<file path="src/rtl/scan_ctrl_pkg.sv">
// Shared definitions for the scan shift controller: sequencer states and MISR constants.
// The MISR constants are only consumed when SCAN_SHIFT_CTRL_MISR_EN is defined.
package scan_ctrl_pkg;

    typedef enum logic [2:0] {
        ST_IDLE,
        ST_LOAD,
        ST_CAPTURE,
        ST_UNLOAD,
        ST_FINISH
    } scan_state_e;

    // x^16 + x^12 + x^3 + x + 1, with the x^16 term implied by the shift-out
    localparam logic [15:0] MISR_POLY = 16'h100B;
    localparam logic [15:0] MISR_SEED = 16'hFFFF;

    function automatic logic [15:0] misr_step(input logic [15:0] sig, input logic din);
        logic [15:0] nxt;
        nxt = {sig[14:0], 1'b0};
        if (sig[15]) begin
            nxt = nxt ^ MISR_POLY;
        end
        return nxt ^ {15'd0, din};
    endfunction

endpackage

</file>
<file path="src/rtl/scan_misr16.sv">
// 16-bit single-input MISR that folds the scan-out stream during unload.
// Compiled only when SCAN_SHIFT_CTRL_MISR_EN is defined.
`ifdef SCAN_SHIFT_CTRL_MISR_EN
module scan_misr16
    import scan_ctrl_pkg::*;
(
    input  logic        CLK,
    input  logic        RN,
    input  logic        seed_i,
    input  logic        shift_i,
    input  logic        so_i,
    output logic [15:0] sig_o
);

    logic [15:0] sig_q;
    logic [15:0] sig_d;

    always_comb begin
        sig_d = sig_q;
        if (seed_i) begin
            sig_d = MISR_SEED;
        end else if (shift_i) begin
            sig_d = misr_step(sig_q, so_i);
        end
    end

    always_ff @(posedge CLK or negedge RN) begin
        if (!RN) begin
            sig_q <= MISR_SEED;
        end else begin
            sig_q <= sig_d;
        end
    end

    assign sig_o = sig_q;

endmodule
`endif

</file>
<file path="src/rtl/scan_shift_ctrl.sv">
// Scan chain sequencer: serial load, functional capture, serial unload of one pattern.
// Optional signature output SIG (MISR over SO) when SCAN_SHIFT_CTRL_MISR_EN is defined.
module scan_shift_ctrl
    import scan_ctrl_pkg::*;
#(
    parameter int unsigned CHAIN_LEN = 16,
    parameter int unsigned CAP_CYC   = 1
)
(
    input  logic                 CLK,
    input  logic                 RN,
    input  logic                 START,
    input  logic [CHAIN_LEN-1:0] PAT_IN,
    input  logic                 SO,
    output logic                 SE,
    output logic                 SI,
    output logic                 BUSY,
    output logic                 DONE,
    output logic [CHAIN_LEN-1:0] RESP
`ifdef SCAN_SHIFT_CTRL_MISR_EN
    ,
    output logic [15:0]          SIG
`endif
);

    // Wide enough for the longer of the shift and capture phases so neither can wrap
    localparam int unsigned LEN_W = $clog2(CHAIN_LEN + 1);
    localparam int unsigned CAP_W = $clog2(CAP_CYC + 1);
    localparam int unsigned CNT_W = (LEN_W > CAP_W) ? LEN_W : CAP_W;

    localparam logic [CNT_W-1:0] LAST_LEN = CNT_W'(CHAIN_LEN - 1);
    localparam logic [CNT_W-1:0] LAST_CAP = CNT_W'(CAP_CYC - 1);

    scan_state_e            state_q;
    logic [CNT_W-1:0]       cnt_q;
    logic [CHAIN_LEN-1:0]   sh_q;
    logic [CHAIN_LEN-1:0]   resp_q;
    logic                   se_q;
    logic                   si_q;
    logic                   busy_q;
    logic                   done_q;
    logic                   arm_q;
    logic                   accept;

    // arm_q keeps START blind for the first edge after reset release
    assign accept = (state_q == ST_IDLE) && START && arm_q;

    always_ff @(posedge CLK or negedge RN) begin
        if (!RN) begin
            state_q <= ST_IDLE;
            cnt_q   <= '0;
            sh_q    <= '0;
            resp_q  <= '0;
            se_q    <= 1'b0;
            si_q    <= 1'b0;
            busy_q  <= 1'b0;
            done_q  <= 1'b0;
            arm_q   <= 1'b0;
        end else begin
            arm_q  <= 1'b1;
            done_q <= 1'b0;
            case (state_q)
                ST_IDLE: begin
                    if (accept) begin
                        state_q <= ST_LOAD;
                        cnt_q   <= '0;
                        sh_q    <= {PAT_IN[CHAIN_LEN-2:0], 1'b0};
                        se_q    <= 1'b1;
                        si_q    <= PAT_IN[CHAIN_LEN-1];
                        busy_q  <= 1'b1;
                    end
                end
                ST_LOAD: begin
                    if (cnt_q == LAST_LEN) begin
                        state_q <= ST_CAPTURE;
                        cnt_q   <= '0;
                        se_q    <= 1'b0;
                        si_q    <= 1'b0;
                    end else begin
                        cnt_q <= cnt_q + CNT_W'(1);
                        si_q  <= sh_q[CHAIN_LEN-1];
                        sh_q  <= {sh_q[CHAIN_LEN-2:0], 1'b0};
                    end
                end
                ST_CAPTURE: begin
                    if (cnt_q == LAST_CAP) begin
                        state_q <= ST_UNLOAD;
                        cnt_q   <= '0;
                        se_q    <= 1'b1;
                    end else begin
                        cnt_q <= cnt_q + CNT_W'(1);
                    end
                end
                ST_UNLOAD: begin
                    // First SO sample ends up in the MSB after CHAIN_LEN shifts
                    resp_q <= {resp_q[CHAIN_LEN-2:0], SO};
                    if (cnt_q == LAST_LEN) begin
                        state_q <= ST_FINISH;
                        cnt_q   <= '0;
                        se_q    <= 1'b0;
                        busy_q  <= 1'b0;
                        done_q  <= 1'b1;
                    end else begin
                        cnt_q <= cnt_q + CNT_W'(1);
                    end
                end
                ST_FINISH: begin
                    state_q <= ST_IDLE;
                    cnt_q   <= '0;
                end
                default: begin
                    state_q <= ST_IDLE;
                    cnt_q   <= '0;
                    se_q    <= 1'b0;
                    si_q    <= 1'b0;
                    busy_q  <= 1'b0;
                end
            endcase
        end
    end

    assign SE   = se_q;
    assign SI   = si_q;
    assign BUSY = busy_q;
    assign DONE = done_q;
    assign RESP = resp_q;

`ifdef SCAN_SHIFT_CTRL_MISR_EN
    scan_misr16 u_misr (
        .CLK     (CLK),
        .RN      (RN),
        .seed_i  (accept),
        .shift_i (state_q == ST_UNLOAD),
        .so_i    (SO),
        .sig_o   (SIG)
    );
`endif

endmodule

</file>
<file path="config.mk">
export PLATFORM = sky130hd
export DESIGN_NAME = scan_shift_ctrl
export DESIGN_NICKNAME = d
export VERILOG_FILES = /design/src/rtl/scan_ctrl_pkg.sv /design/src/rtl/scan_misr16.sv /design/src/rtl/scan_shift_ctrl.sv
export SDC_FILE = /design/constraint.sdc
export NUM_CORES = 1
export LEC_CHECK = 0
export ABC_AREA = 1
export BUFFER_PORTS_ARGS = -buffer_cell sky130_fd_sc_hd__buf_2
export CAP_MARGIN = 20
export CORE_UTILIZATION = 60
export CTS_BUF_LIST = sky130_fd_sc_hd__clkbuf_8
export DETAILED_ROUTE_END_ITERATION = 10
export GPL_TIMING_DRIVEN = 0
export PLACE_DENSITY = 0.85
export SKIP_LAST_GASP = 1
export SYNTH_ARGS = -nofsm -noshare
export SYNTH_HDL_FRONTEND = slang
export SYNTH_SLANG_ARGS = --single-unit
</file>
<file path="constraint.sdc">
create_clock -name CLK -period 2.5 [get_ports CLK]
set_clock_uncertainty 0.1 [all_clocks]
set_input_delay 0.375 -clock CLK [delete_from_list [all_inputs] [get_ports CLK]]
set_output_delay 0.375 -clock CLK [all_outputs]
set_load 0.005 [all_outputs]
</file>
==> key figures <==
Timing
  – Max-slew headroom: 0.385
  – Setup_tns: 0 ps
  – Final period util: 0.670
  – Fin. Hold Viols: 0
  – Setup ws final: 825 ps
  – Setup violators final: 0
  – Final Max Slew Viols: 0
  – Final min period: 1670 ps
  – F_max: roughly 0.6 GHz
  – Worst-margin pin slew: slightly above 900 ps
  – Unrepaired setup endpoints after global routing: false

Synthesis
  – Synth Flop Type: dfrtp_1
  – Synth top area share: 0.521
  – Syn avg cell area: 8.29 um^2
  – Ys async rst share: 1.00
  – Post-Syn Area: 2110 um^2
  – Synth warn: 0
  – Post-synth EDFFs: 0
  – Sequential-to-total area share from yosys stat: 0.521
  – Largest area contributor in the netlist: dfrtp_1
  – Seq cells post-synth: 44
  – Gate Count Post-Synth: ~260
  – Post-Syn Nets: 278
  – Cell variety after synth: 24
  – Main area contributors after synthesis: dfrtp_1 (52%), nand2_1 (17%), o21ai_0 (7.3%), inv_1 (5.3%), o21ai_2 (4.1%)

Detailed routing
  – Via count: 1,734
  – Vias per cell: 4.98
  – Residual DRC count: 0
  – Routed wire length: just over 4000 um
  – DRT antenna net count: 0
  – DR pass1 iterations: 4
  – Routed length per instance: 11.7 um
  – DR iter-0 viols: 66

Final layout
  – Most common cell after layout, fill and taps aside: nand2_1
  – Nets: 324
  – Register area: approximately 1100 um^2
  – Most frequent cells in the layout: nand2_1 (93), dfrtp_1 (44), buf_2 (40)
  – ANT cells: 0
  – Final Util: 0.737
  – P&R area growth vs syn: 17.2%
  – Fraction of layout cells with a size suffix above 1: 0.252
  – Fillers: approximately 280
  – Area occupied by multi-input gates: 805 um^2

Die
  – Die area: 3770 um^2
  – # IOs: 40
  – Core ar.: about 3400 um^2
  – Std cell rows: 21
  – Starting Density: 0.629
  – Die extent in x: 61.4 um
  – Die Ht: 61.4 um

Outcome
  – Outcome: finished, final reports clean

Clock tree
  – Setup Buffers After CTS: 0
  – Maximum buffer depth of the clock tree: 2
  – Number of CTS-inserted buffers: 5
  – # clock sinks: 44
  – CTS tree: done
  – CTS Root Cell: clkbuf_8
  – Clk_lat worst skew: 310 ps
  – Clock transition at the registers of the reported paths: 80 ps
  – H-tree Lvls: 2
  – Cts hold-fix bufs: 0
  – Post-CTS sizing: 0

Setup path
  – Worst path required time: approximately 2600 ps
  – R2r setup slk: 830 ps
  – CP max stage cell: dfrtp_1
  – Worst path max stage delay: 390 ps
  – Worst-path maximum fanout: 10
  – Worst Path Arrival: roughly 1800 ps
  – Critical Path Most Common Cell: nand2_2
  – Kind of end point of the critical path: flop
  – Crit-path cells: ha_1 -> nand4_1 -> nand2_2 -> nand2_2 -> buf_6 -> buf_12 -> nand2_1 -> o21ai_2
  – Crit Path Category: flop to flop
  – Startpoint types: flop

Run
  – # Max-Cap Violations: 0

Min path
  – Worst Hold Class: input pin to asynchronous set/reset pin

GRT
  – GRT Max-Usage Layer: met2
  – Largest net degree at the start of global routing: 45
  – Vias in the first global route: 1,541
  – Overall routing resource usage: 0.253
  – First-pass GRT wire length: 6690 um
  – GRT met3 Usage: 0.0882
  – GR Layer Usage met1: 0.329
  – Grt total ovfl: 0
  – Initial antenna violation count: 0
  – GR Util met2: 0.402

Placed design
  – Post-place setup slack: ~840 ps
  – Port bufs: 39
  – Routability cong.: 0.766
  – HPWL after DPL: 2950 um

Power and ir drop
  – Leakage dissipation: approximately 1.4 nW
  – Peak VDD IR: 0.000933 V
  – P per Cell Area: 1240 nW/um^2
cells by family after synthesis:
group,Yosys count,synth area share
other cells,1,0.00177
compound gates,45,0.127
flops,44,0.521
buf+inv,42,0.0988
simple gates,120,0.234
fa+ha+maj,3,0.0178
path summary, 6_finish.rpt:
check / start / end / cells past startpoint
min in group CLK: SO / RESP[0]$_DFFE_PN0N_ / 3
max in group asynchronous: RN / RESP[5]$_DFFE_PN0N_ / 1
min: RN / cnt_q[0]$_DFFE_PN0P_ / 1
max reg2reg: cnt_q[1]$_DFFE_PN0P_ / sh_q[14]$_DFFE_PN0P_ / 8
min reg2reg: BUSY$_DFFE_PN0P_ / BUSY$_DFFE_PN0P_ / 2
max: cnt_q[1]$_DFFE_PN0P_ / sh_q[14]$_DFFE_PN0P_ / 8
Yosys cell counts (2+ instances only):
cell,n
inv_1,30
nor2_1,8
o21ai_2,10
buf_4,3
nand2_1,93
nand4_1,2
inv_2,3
a21oi_1,2
nor2_2,2
nand3_1,7
buf_6,3
o21ai_0,31
dfrtp_1,44
nand2_2,5
ha_1,3
worst max-delay path: cells and delay by family, from the launching register on:
family	cells	cell delay [ps]
AO/OA/AOI/OAI	1	50
adder cells (fa/ha/maj)	1	220
buffers and inverters	2	280
flip-flops	1	390
AND/OR/NAND/NOR	4	530
through the flow:
step	cell area (um^2)	hold WS, ps	std cells	power, mW
5_1_grt	2480	163	348	3.36
6_report	2480	99.7	348	3.08
4_1_cts	2480	129	348	3.10
2_1_floorplan	2110	-20.6	255	2.16
3_5_place_dp	2370	375	340	2.55
3_3_place_gp	2370	368	340	2.49
flip-flops by register name (all words and copies together), names as in the netlist:
signal / cells
cnt_q: 5
BUSY: 1
SI: 1
state_q: 3
sh_q: 15
DONE: 1
SE: 1
RESP: 16
arm_q: 1
routing by layer:
| layer | part of all wire | vias to the layer above |
|---|---|---|
| met3 | 0.043 | 7 |
| met4 | 0.014 | 0 |
| li1 | - | 880 |
| met2 | 0.49 | 35 |
| met5 | 0 | - |
| met1 | 0.45 | 812 |
power by group:
group          switching, mW  total, mW  leakage (nW)  internal [mW]
sequential             0.163       1.15         0.570          0.986
clock                  0.241      0.537        0.0541          0.295
combinational          0.839       1.39         0.752          0.552
total                   1.24       3.08          1.38           1.83
final cells by class:
cell class                 count  share of cell area
buffer                         9              0.0343
clock buffer                   5              0.0278
clock inverter                 3              0.0172
inverter                      33              0.0500
multi-input combinational    169               0.325
sequential                    44               0.444
tap                           46              0.0232
timing repair buffer          39              0.0787
Power figures use the tool's default switching activity.
